$ cat src/rtl/voice_allocator_pkg.sv
// rtl/voice_allocator_pkg.sv - shared pipeline-pool types and widths for the voice allocator
package voice_allocator_pkg;

  localparam int PIPELINE_COUNT  = 4;
  localparam int PERCENT_WIDTH   = 7;
  localparam int NOTE_WIDTH      = 7;
  localparam int VOICE_AGE_WIDTH = $clog2(PIPELINE_COUNT);

  typedef logic [PERCENT_WIDTH-1:0] percent_t;
  typedef logic [NOTE_WIDTH-1:0]    note_t;

  typedef struct packed {
    logic     active;
    note_t    note;
    percent_t velocity;
  } voice_config_t;

  typedef enum logic [1:0] {
    ST_IDLE,
    ST_SCAN,
    ST_COMMIT
  } alloc_state_t;

endpackage

$ cat src/rtl/voice_allocator.sv
// rtl/voice_allocator.sv - assigns note-on/off events to pipelines, stealing the oldest voice when full
module voice_allocator
  import voice_allocator_pkg::*;
#(
  parameter int VOICES     = voice_allocator_pkg::PIPELINE_COUNT,
  parameter int NOTE_WIDTH = voice_allocator_pkg::NOTE_WIDTH
) (
  input  logic                                    clock,
  input  logic                                    reset,
  input  logic                                    event_valid,
  output logic                                    event_ready,
  input  logic                                    event_on,
  input  logic [NOTE_WIDTH-1:0]                   event_note,
  input  logic [PERCENT_WIDTH-1:0]                event_velocity,
  output logic [VOICES-1:0]                       voice_active,
  output logic [VOICES-1:0][NOTE_WIDTH-1:0]       voice_note,
  output logic [VOICES-1:0][PERCENT_WIDTH-1:0]    voice_velocity,
  output logic [VOICES-1:0]                       voice_start,
  output logic [VOICES-1:0]                       voice_release
);

  // Index and age share one width: ages saturate at VOICES-1.
  localparam int IW = (VOICES > 1) ? $clog2(VOICES) : 1;
  localparam logic [IW-1:0] LAST_IDX = IW'(VOICES - 1);

  alloc_state_t            state;
  logic [IW-1:0]           scan_idx;
  logic                    ev_on;
  logic [NOTE_WIDTH-1:0]   ev_note;
  logic [PERCENT_WIDTH-1:0] ev_vel;
  logic                    match_found, free_found, old_found;
  logic [IW-1:0]           match_idx, free_idx, old_idx, old_age;
  logic [IW-1:0]           age [VOICES];
  logic [IW-1:0]           target;

  always_comb begin
    target = old_idx;
    if (match_found)     target = match_idx;
    else if (free_found) target = free_idx;
  end

  always_ff @(posedge clock or posedge reset) begin
    if (reset) begin
      state          <= ST_IDLE;
      event_ready    <= 1'b0;
      scan_idx       <= '0;
      ev_on          <= 1'b0;
      ev_note        <= '0;
      ev_vel         <= '0;
      match_found    <= 1'b0;
      free_found     <= 1'b0;
      old_found      <= 1'b0;
      match_idx      <= '0;
      free_idx       <= '0;
      old_idx        <= '0;
      old_age        <= '0;
      voice_active   <= '0;
      voice_note     <= '0;
      voice_velocity <= '0;
      voice_start    <= '0;
      voice_release  <= '0;
      for (int i = 0; i < VOICES; i++) age[i] <= '0;
    end else begin
      voice_start   <= '0;
      voice_release <= '0;
      case (state)
        ST_IDLE: begin
          event_ready <= 1'b1;
          if (event_valid && event_ready) begin
            // Velocity-0 note-on is a note-off.
            ev_on       <= event_on && (event_velocity != '0);
            ev_note     <= event_note;
            ev_vel      <= event_velocity;
            scan_idx    <= '0;
            match_found <= 1'b0;
            free_found  <= 1'b0;
            old_found   <= 1'b0;
            event_ready <= 1'b0;
            state       <= ST_SCAN;
          end
        end
        ST_SCAN: begin
          if (voice_active[scan_idx]) begin
            if (!match_found && voice_note[scan_idx] == ev_note) begin
              match_found <= 1'b1;
              match_idx   <= scan_idx;
            end
            if (!old_found || age[scan_idx] > old_age) begin
              old_found <= 1'b1;
              old_idx   <= scan_idx;
              old_age   <= age[scan_idx];
            end
          end else if (!free_found) begin
            free_found <= 1'b1;
            free_idx   <= scan_idx;
          end
          if (scan_idx == LAST_IDX) state    <= ST_COMMIT;
          else                      scan_idx <= scan_idx + IW'(1);
        end
        ST_COMMIT: begin
          if (ev_on) begin
            for (int i = 0; i < VOICES; i++) begin
              if (target == IW'(i)) begin
                voice_active[i]   <= 1'b1;
                voice_note[i]     <= ev_note;
                voice_velocity[i] <= ev_vel;
                voice_start[i]    <= 1'b1;
                age[i]            <= '0;
              end else if (voice_active[i] && age[i] != LAST_IDX) begin
                age[i] <= age[i] + IW'(1);
              end
            end
          end else if (match_found) begin
            voice_active[match_idx]  <= 1'b0;
            voice_release[match_idx] <= 1'b1;
          end
          event_ready <= 1'b1;
          state       <= ST_IDLE;
        end
        default: state <= ST_IDLE;
      endcase
    end
  end

endmodule

$ cat config.mk
export PLATFORM = sky130hd
export DESIGN_NAME = voice_allocator
export DESIGN_NICKNAME = d
export VERILOG_FILES = /design/src/rtl/voice_allocator_pkg.sv /design/src/rtl/voice_allocator.sv
export SDC_FILE = /design/constraint.sdc
export NUM_CORES = 1
export LEC_CHECK = 0
export CORE_MARGIN = 3
export CORE_UTILIZATION = 45
export CTS_BUF_LIST = sky130_fd_sc_hd__clkbuf_4 sky130_fd_sc_hd__clkbuf_8 sky130_fd_sc_hd__clkbuf_16
export DETAILED_ROUTE_END_ITERATION = 8
export HOLD_SLACK_MARGIN = 0.02
export PLACE_DENSITY = 0.79
export SLEW_MARGIN = 20
export SYNTH_ARGS = -nofsm -noshare
export SYNTH_HDL_FRONTEND = slang
export SYNTH_SLANG_ARGS = --single-unit
$ cat constraint.sdc
create_clock -name clock -period 9.05 [get_ports clock]
set_input_delay 1.81 -clock clock [delete_from_list [all_inputs] [get_ports clock]]
set_output_delay 1.81 -clock clock [all_outputs]
set_load 0.05 [all_outputs]
==> run_results.csv, run 1 <==
group,metric,value,unit
sta,final.setup.tns,0,ns
layout,layout-drive-gt1-share,22.2,%
clocking,clockBufferDepth,2,
worst_setup_path,critPathArrivalTime,1.66,ns
layout,area_growth,25.9,%
hold_path,min_path_type,"reg2reg",
sta,period_minus_slack,3.47,ns
place,dp_hpwl,7270,microns
power_and_ir_drop,switching_power,0.670,mW
worst_setup_path,crit_path_start,"voice_active[1]",
sta,worst_pin_slew,0.896,ns
sta,hold_slack,0.518,ns
clocking,htree_levels,3,
place,port_buffers,86,
global_routing,grt_first_pass_wirelength,16900,microns
worst_setup_path,crit_path_max_fanout,4,
power_and_ir_drop,max-vdd-ir-drop,145,uV
hold_path,hp-start,"voice_velocity[17]",
synth,syn_area,4650,sq um
clocking,clock_latency,0.37,ns
power_and_ir_drop,comb_power_share,36.8,%
synth,synth_largest_area_cell,"dfrtp_1",
synth,yosysSeqAreaShare,57.6,%
detailed_routing,ant_nets,0,
sta,clock-skew-final,0.00934,ns
synth,synth_top_cell_area_share,57.6,%
synth,ys_seq_elements,107,
synth,synth_area_leaders,"dfrtp_1 58%, mux2_2 15%, nand2_1 4.7%, mux4_2 2.9%, ha_1 1.9%",
synth,ys.warnings.count,0,
sta,slew_headroom,40.3,%
power_and_ir_drop,p_per_area,279,nW/um^2
sta,setup_ws,5.58,ns
detailed_routing,drt_pre_antenna_iters,5,
worst_setup_path,crit_chain,"clkdlybuf4s50_1",
place,placed_cells,567,
worst_setup_path,slowest_stage,"clkdlybuf4s50_1",
layout,final_common_cell,"dfrtp_1",
clocking,cts_sinks,107,
die,die_w,108,microns
layout,fillCellCount,818,
die,start_util,46.9,%
power_and_ir_drop,internal_power,0.964,mW
detailed_routing,first_iter_violations,133,
run_status,status,"complete, no violations",
layout,nets,470,
detailed_routing,viasPerCell,5.30,
worst_setup_path,rr_startpoint,"scan_idx[0]",
global_routing,overflow,0,
layout,diodes,0,
global_routing,grt_max_degree,84,
power_and_ir_drop,p_sw_share,41.0,%
clocking,clk_pin_slew,0.10,ns
layout,instances_no_fill,583,
sta,finalCritPeriodShare,38.3,%
synth,syn_area_per_cell,13.1,sq um
worst_setup_path,cp_slowest_stage_delay,0.85,ns
clocking,cts_resized,0,
clocking,cts_tree,"yes",
sta,setup_viol,0,
sta,maxClockFrequency,0.288,GHz
global_routing,grt_usage,19.0,%
synth,ys.flop_type,"dfrtp_1",
detailed_routing,vias,3091,
place,place.gp.congestion,0.845,
global_routing,antenna_found_initial,0,
worst_setup_path,startpoint_type,"register",
sta,rsz0062_at_grt,"false",
power_and_ir_drop,p_seq_share,44.5,%
sta,slew_violations,0,
worst_setup_path,worstSetupPathType,"reg2out",
synth,synth-edff-count,0,
die,io-pin-count,87,
layout,final-seq-area,2680,sq um
synth,synthArstFlopShare,100,%
place,post-place-ws,5.50,ns
clocking,cts_inserted_buffers,9,
worst_setup_path,cp_num_buf_inv,1,
die,die_area,11600,sq um
clocking,clockRootBuffer,"clkbuf_8",
power_and_ir_drop,p_clk_share,18.7,%
synth,synth.distinct_cells,39,
detailed_routing,drc_errors,0,
layout,multi_input_area,1840,sq um
detailed_routing,wl_per_cell,17.9,microns
layout,final_design_area_no_fill,5850,sq um
sta,hold_viol_final,0,
die,rows,36,
die,die_height,108,microns
power_and_ir_drop,p_leak,2.76,nW
worst_setup_path,end_kind,"output port",
synth,netlist_instances,356,
place,dpl_cell_area,5640,sq um
power_and_ir_drop,totalPowerFinal,1.63,mW
detailed_routing,wl,10400,microns
layout,final_core_util,59.1,%
worst_setup_path,crit_family,"buffers and inverters",
worst_setup_path,crit_required,7.24,ns
clocking,cts-hold-fix-buffers,0,
synth,synth.net_count,381,
layout,layout_common_cells,"107 x dfrtp_1, 86 x clkdlybuf4s50_1, 63 x mux2_2, 58 x nand2_1, 13 x inv_1",
flow_run,cap_violations,0,
clocking,post_cts_buffers,0,
die,core-area,9910,sq um
global_routing,grt_pass1_vias,3160,
[power groups by stage]
stage	registers (mW)	clock network, mW	logic (mW)
after floorplan	0.855	0	0.279
after global placement	0.728	0	0.589
after detailed placement	0.734	0	0.604
after CTS	0.726	0.311	0.606
after global routing	0.744	0.332	0.646
final	0.727	0.306	0.602
[final timing paths]
kind / endpoint / slack, ns / cells after the start
worst max-delay path: voice_active[1] / 5.58 / 1
worst min-delay path: voice_velocity[17] / 0.52 / 1
worst max register to register: old_age[0] / 6.08 / 6
worst min register to register: voice_velocity[17] / 0.52 / 1
max in group asynchronous: match_found / 6.29 / 3
min in group asynchronous: voice_start[1] / 1.75 / 2
[area by class of cell]
type	instances	share of cell area [%]
timing repair buffer	91	15.4
sequential	107	45.7
tap	133	2.84
clock buffer	10	2.35
clock inverter	6	1.22
multi-input combinational	222	31.5
inverter	14	0.941
[sequential cells by signal, indices dropped and copies added (netlist names), 2 cells and up]
| register | cells |
|---|---|
| ev_note | 7 |
| voice_note | 28 |
| free_idx | 2 |
| ev_vel | 7 |
| voice_start | 4 |
| age | 8 |
| old_age | 2 |
| old_idx | 2 |
| scan_idx | 2 |
| state | 2 |
| voice_release | 4 |
| match_idx | 2 |
| voice_active | 4 |
| voice_velocity | 28 |
[synthesized netlist by cell type, types with 6 or more instances]
cell	count
dfrtp_1	107
ha_1	7
nor2_1	9
nand2_1	58
a21o_1	6
mux2_2	63
a21oi_1	6
inv_1	14
mux4_2	6
mux2i_1	7
nand2b_1	7
[routing by layer]
layer / vias to the layer above / wire length, microns / track usage, %
met4: 0 / 163 / 5.05
met3: 15 / 482 / 3.66
met5: - / 0 / 0
li1: 1420 / - / -
met2: 82 / 5070 / 30.2
met1: 1574 / 4700 / 26.8
[cells by family after synthesis]
kind of cell / Yosys count / share of synthesized area (%)
DFF: 107 / 57.6
and+or+nand+nor: 93 / 9.39
muxes: 81 / 22.0
AOI/OAI and AO/OA: 34 / 5.03
buffers and inverters: 27 / 2.77
xor gates and xnor gates: 7 / 1.32
adders and majority gates: 7 / 1.88
No activity file was read; power rests on OpenSTA's default activity.
==> run 2, diff against run 1 <==
--- a/config.mk
+++ b/config.mk
@@ -10,7 +10,7 @@
 export CTS_BUF_LIST = sky130_fd_sc_hd__clkbuf_4 sky130_fd_sc_hd__clkbuf_8 sky130_fd_sc_hd__clkbuf_16
 export DETAILED_ROUTE_END_ITERATION = 8
 export HOLD_SLACK_MARGIN = 0.02
-export PLACE_DENSITY = 0.79
+export PLACE_DENSITY = 0.82
 export SLEW_MARGIN = 20
 export SYNTH_ARGS = -nofsm -noshare
 export SYNTH_HDL_FRONTEND = slang
==> constraint.sdc (replaced) <==
create_clock -name clock -period 3 [get_ports clock]
set_input_delay 0.6 -clock clock [delete_from_list [all_inputs] [get_ports clock]]
set_output_delay 0.6 -clock clock [all_outputs]
set_load 0.05 [all_outputs]
==> run 2 against run 1 <==
Critical path depth grew 5. Global-route usage is 0.65 points higher. Die area did not move. Hold slack got worse by 0.0022 ns. Non-clock buffer count up 8. Critical path type is now reg2reg.
==> run_results.csv, run 2 (same netlist as run 1, synthesis figures left out) <==
group,metric,value,unit
power_and_ir_drop,p_leak,2.79,nW
detailed_routing,viasPerCell,5.37,
layout,final-seq-area,2680,sq um
global_routing,grt_usage,19.6,%
die,die_w,108,microns
clocking,cts-hold-fix-buffers,0,
clocking,post_cts_buffers,0,
detailed_routing,drc_errors,0,
worst_setup_path,crit_chain,"mux4_2, ha_1, nor2b_1, o21ai_0, a22oi_2, mux2_2",
layout,layout_common_cells,"107 x dfrtp_1, 86 x clkdlybuf4s50_1, 63 x mux2_2, 58 x nand2_1, 13 x inv_1",
place,dpl_cell_area,5730,sq um
worst_setup_path,r2r-end,"old_idx[0]",
sta,finalCritPeriodShare,87.9,%
worst_setup_path,cp_slowest_stage_delay,0.70,ns
sta,period_minus_slack,2.64,ns
worst_setup_path,end_kind,"register",
worst_setup_path,crit_path_max_fanout,10,
hold_path,hp-start,"age[2]",
layout,reg_top3,"voice_note x28, voice_velocity x28, age x8",
layout,layout-drive-gt1-share,23.6,%
worst_setup_path,cp_num_buf_inv,0,
layout,final_common_cell,"dfrtp_1",
clocking,cts_tree,"yes",
global_routing,grt_first_pass_wirelength,17500,microns
detailed_routing,wl,10700,microns
die,start_util,46.9,%
power_and_ir_drop,max-vdd-ir-drop,464,uV
die,rows,36,
clocking,cts_sinks,107,
die,die_area,11600,sq um
worst_setup_path,critPathArrivalTime,2.90,ns
sta,slew_headroom,42.7,%
die,io-pin-count,87,
worst_setup_path,ff2ff_setup_slack,0.36,ns
worst_setup_path,rr_startpoint,"scan_idx[0]",
detailed_routing,first_iter_violations,128,
sta,setup_viol,0,
sta,rsz0062_at_grt,"false",
clocking,cts_inserted_buffers,9,
global_routing,grt_pass1_vias,3321,
sta,final.setup.tns,0,ns
detailed_routing,vias,3175,
layout,fillCellCount,809,
worst_setup_path,ff2ff_path_depth,6,
place,port_buffers,86,
sta,clock-skew-final,0.00994,ns
sta,hold_viol_final,0,
sta,slew_violations,0,
place,dp_hpwl,7770,microns
place,place.gp.congestion,0.816,
detailed_routing,ant_nets,0,
global_routing,antenna_found_initial,0,
clocking,clockBufferDepth,2,
die,core-area,9910,sq um
global_routing,overflow,0,
detailed_routing,drt_pre_antenna_iters,4,
hold_path,min_path_type,"reg2reg",
worst_setup_path,worstSetupPathType,"reg2reg",
detailed_routing,wl_per_cell,18.1,microns
run_status,status,"complete, no violations",
clocking,htree_levels,3,
layout,diodes,0,
hold_path,min_path_cells,1,
clocking,clockRootBuffer,"clkbuf_8",
die,die_height,108,microns
layout,multi_input_area,1840,sq um
clocking,clock_latency,0.37,ns
flow_run,cap_violations,0,
power_and_ir_drop,p_per_area,830,nW/um^2
layout,nets,478,
clocking,cts_resized,0,
worst_setup_path,slowest_stage,"dfrtp_1",
hold_path,hold_end,"age[2]",
layout,area_growth,27.3,%
layout,final_design_area_no_fill,5920,sq um
worst_setup_path,crit_required,3.26,ns
sta,worst_pin_slew,0.858,ns
worst_setup_path,crit_family,"multiplexers",
global_routing,grt_max_degree,38,
worst_setup_path,startpoint_type,"register",
clocking,clk_pin_slew,0.11,ns
sta,maxClockFrequency,0.379,GHz
run 2: cell types whose count changed in the layout (fill, tap and decap cells not counted), sizes merged:
cell	change
buf	+8
bufinv	-1
clkbuf	-1
clkinv	+1
clkinvlp	+2
inv	-1
run 2: layout make-up:
type                    count  share of cell area, %
clock buffers               9                   2.09
clock inverters             7                   1.16
inverters                  14                  0.951
multi-input cells         222                   31.1
flip-flops and latches    107                   45.2
well taps                 133                   2.81
repair buffers             99                   16.6
run 2: power breakdown:
group          internal, mW  switching, mW  total, mW
Sequential             1.77          0.413       2.18
Clock                 0.322          0.539      0.861
Combinational         0.746           1.13       1.87
run 2: through the flow:
stage	utilization [%]	hold WS (ns)	worst slack [ns]	instances	total power, mW
2_1_floorplan	-	0.470	0.593	356	3.42
3_3_place_gp	57.8	0.491	0.511	575	4.01
3_5_place_dp	57.8	0.495	0.394	575	4.08
4_1_cts	59.7	0.517	0.378	591	4.94
5_1_grt	59.7	0.536	0.215	591	5.17
6_report	59.7	0.516	0.364	591	4.91
run 2: how the worst max path moves through the flow:
stage | slack, ns | cells after the start | endpoint | startpoint
after detailed placement | 0.39 | 6 | old_idx[0] | scan_idx[0]
after global placement | 0.51 | 6 | old_idx[0] | scan_idx[0]
final | 0.36 | 6 | old_idx[0] | scan_idx[0]
after global routing | 0.22 | 6 | old_idx[1] | scan_idx[0]
after floorplan | 0.59 | 8 | old_age[0] | scan_idx[0]
after CTS | 0.38 | 6 | old_idx[0] | scan_idx[0]
run 2: routing by layer:
metal	up-vias	global-route usage [%]	part of all wire, %
li1	1439	-	-
met1	1627	27.1	44
met2	91	31.6	49
met3	18	3.96	5.6
met4	0	5.77	1.8
met5	-	0	0
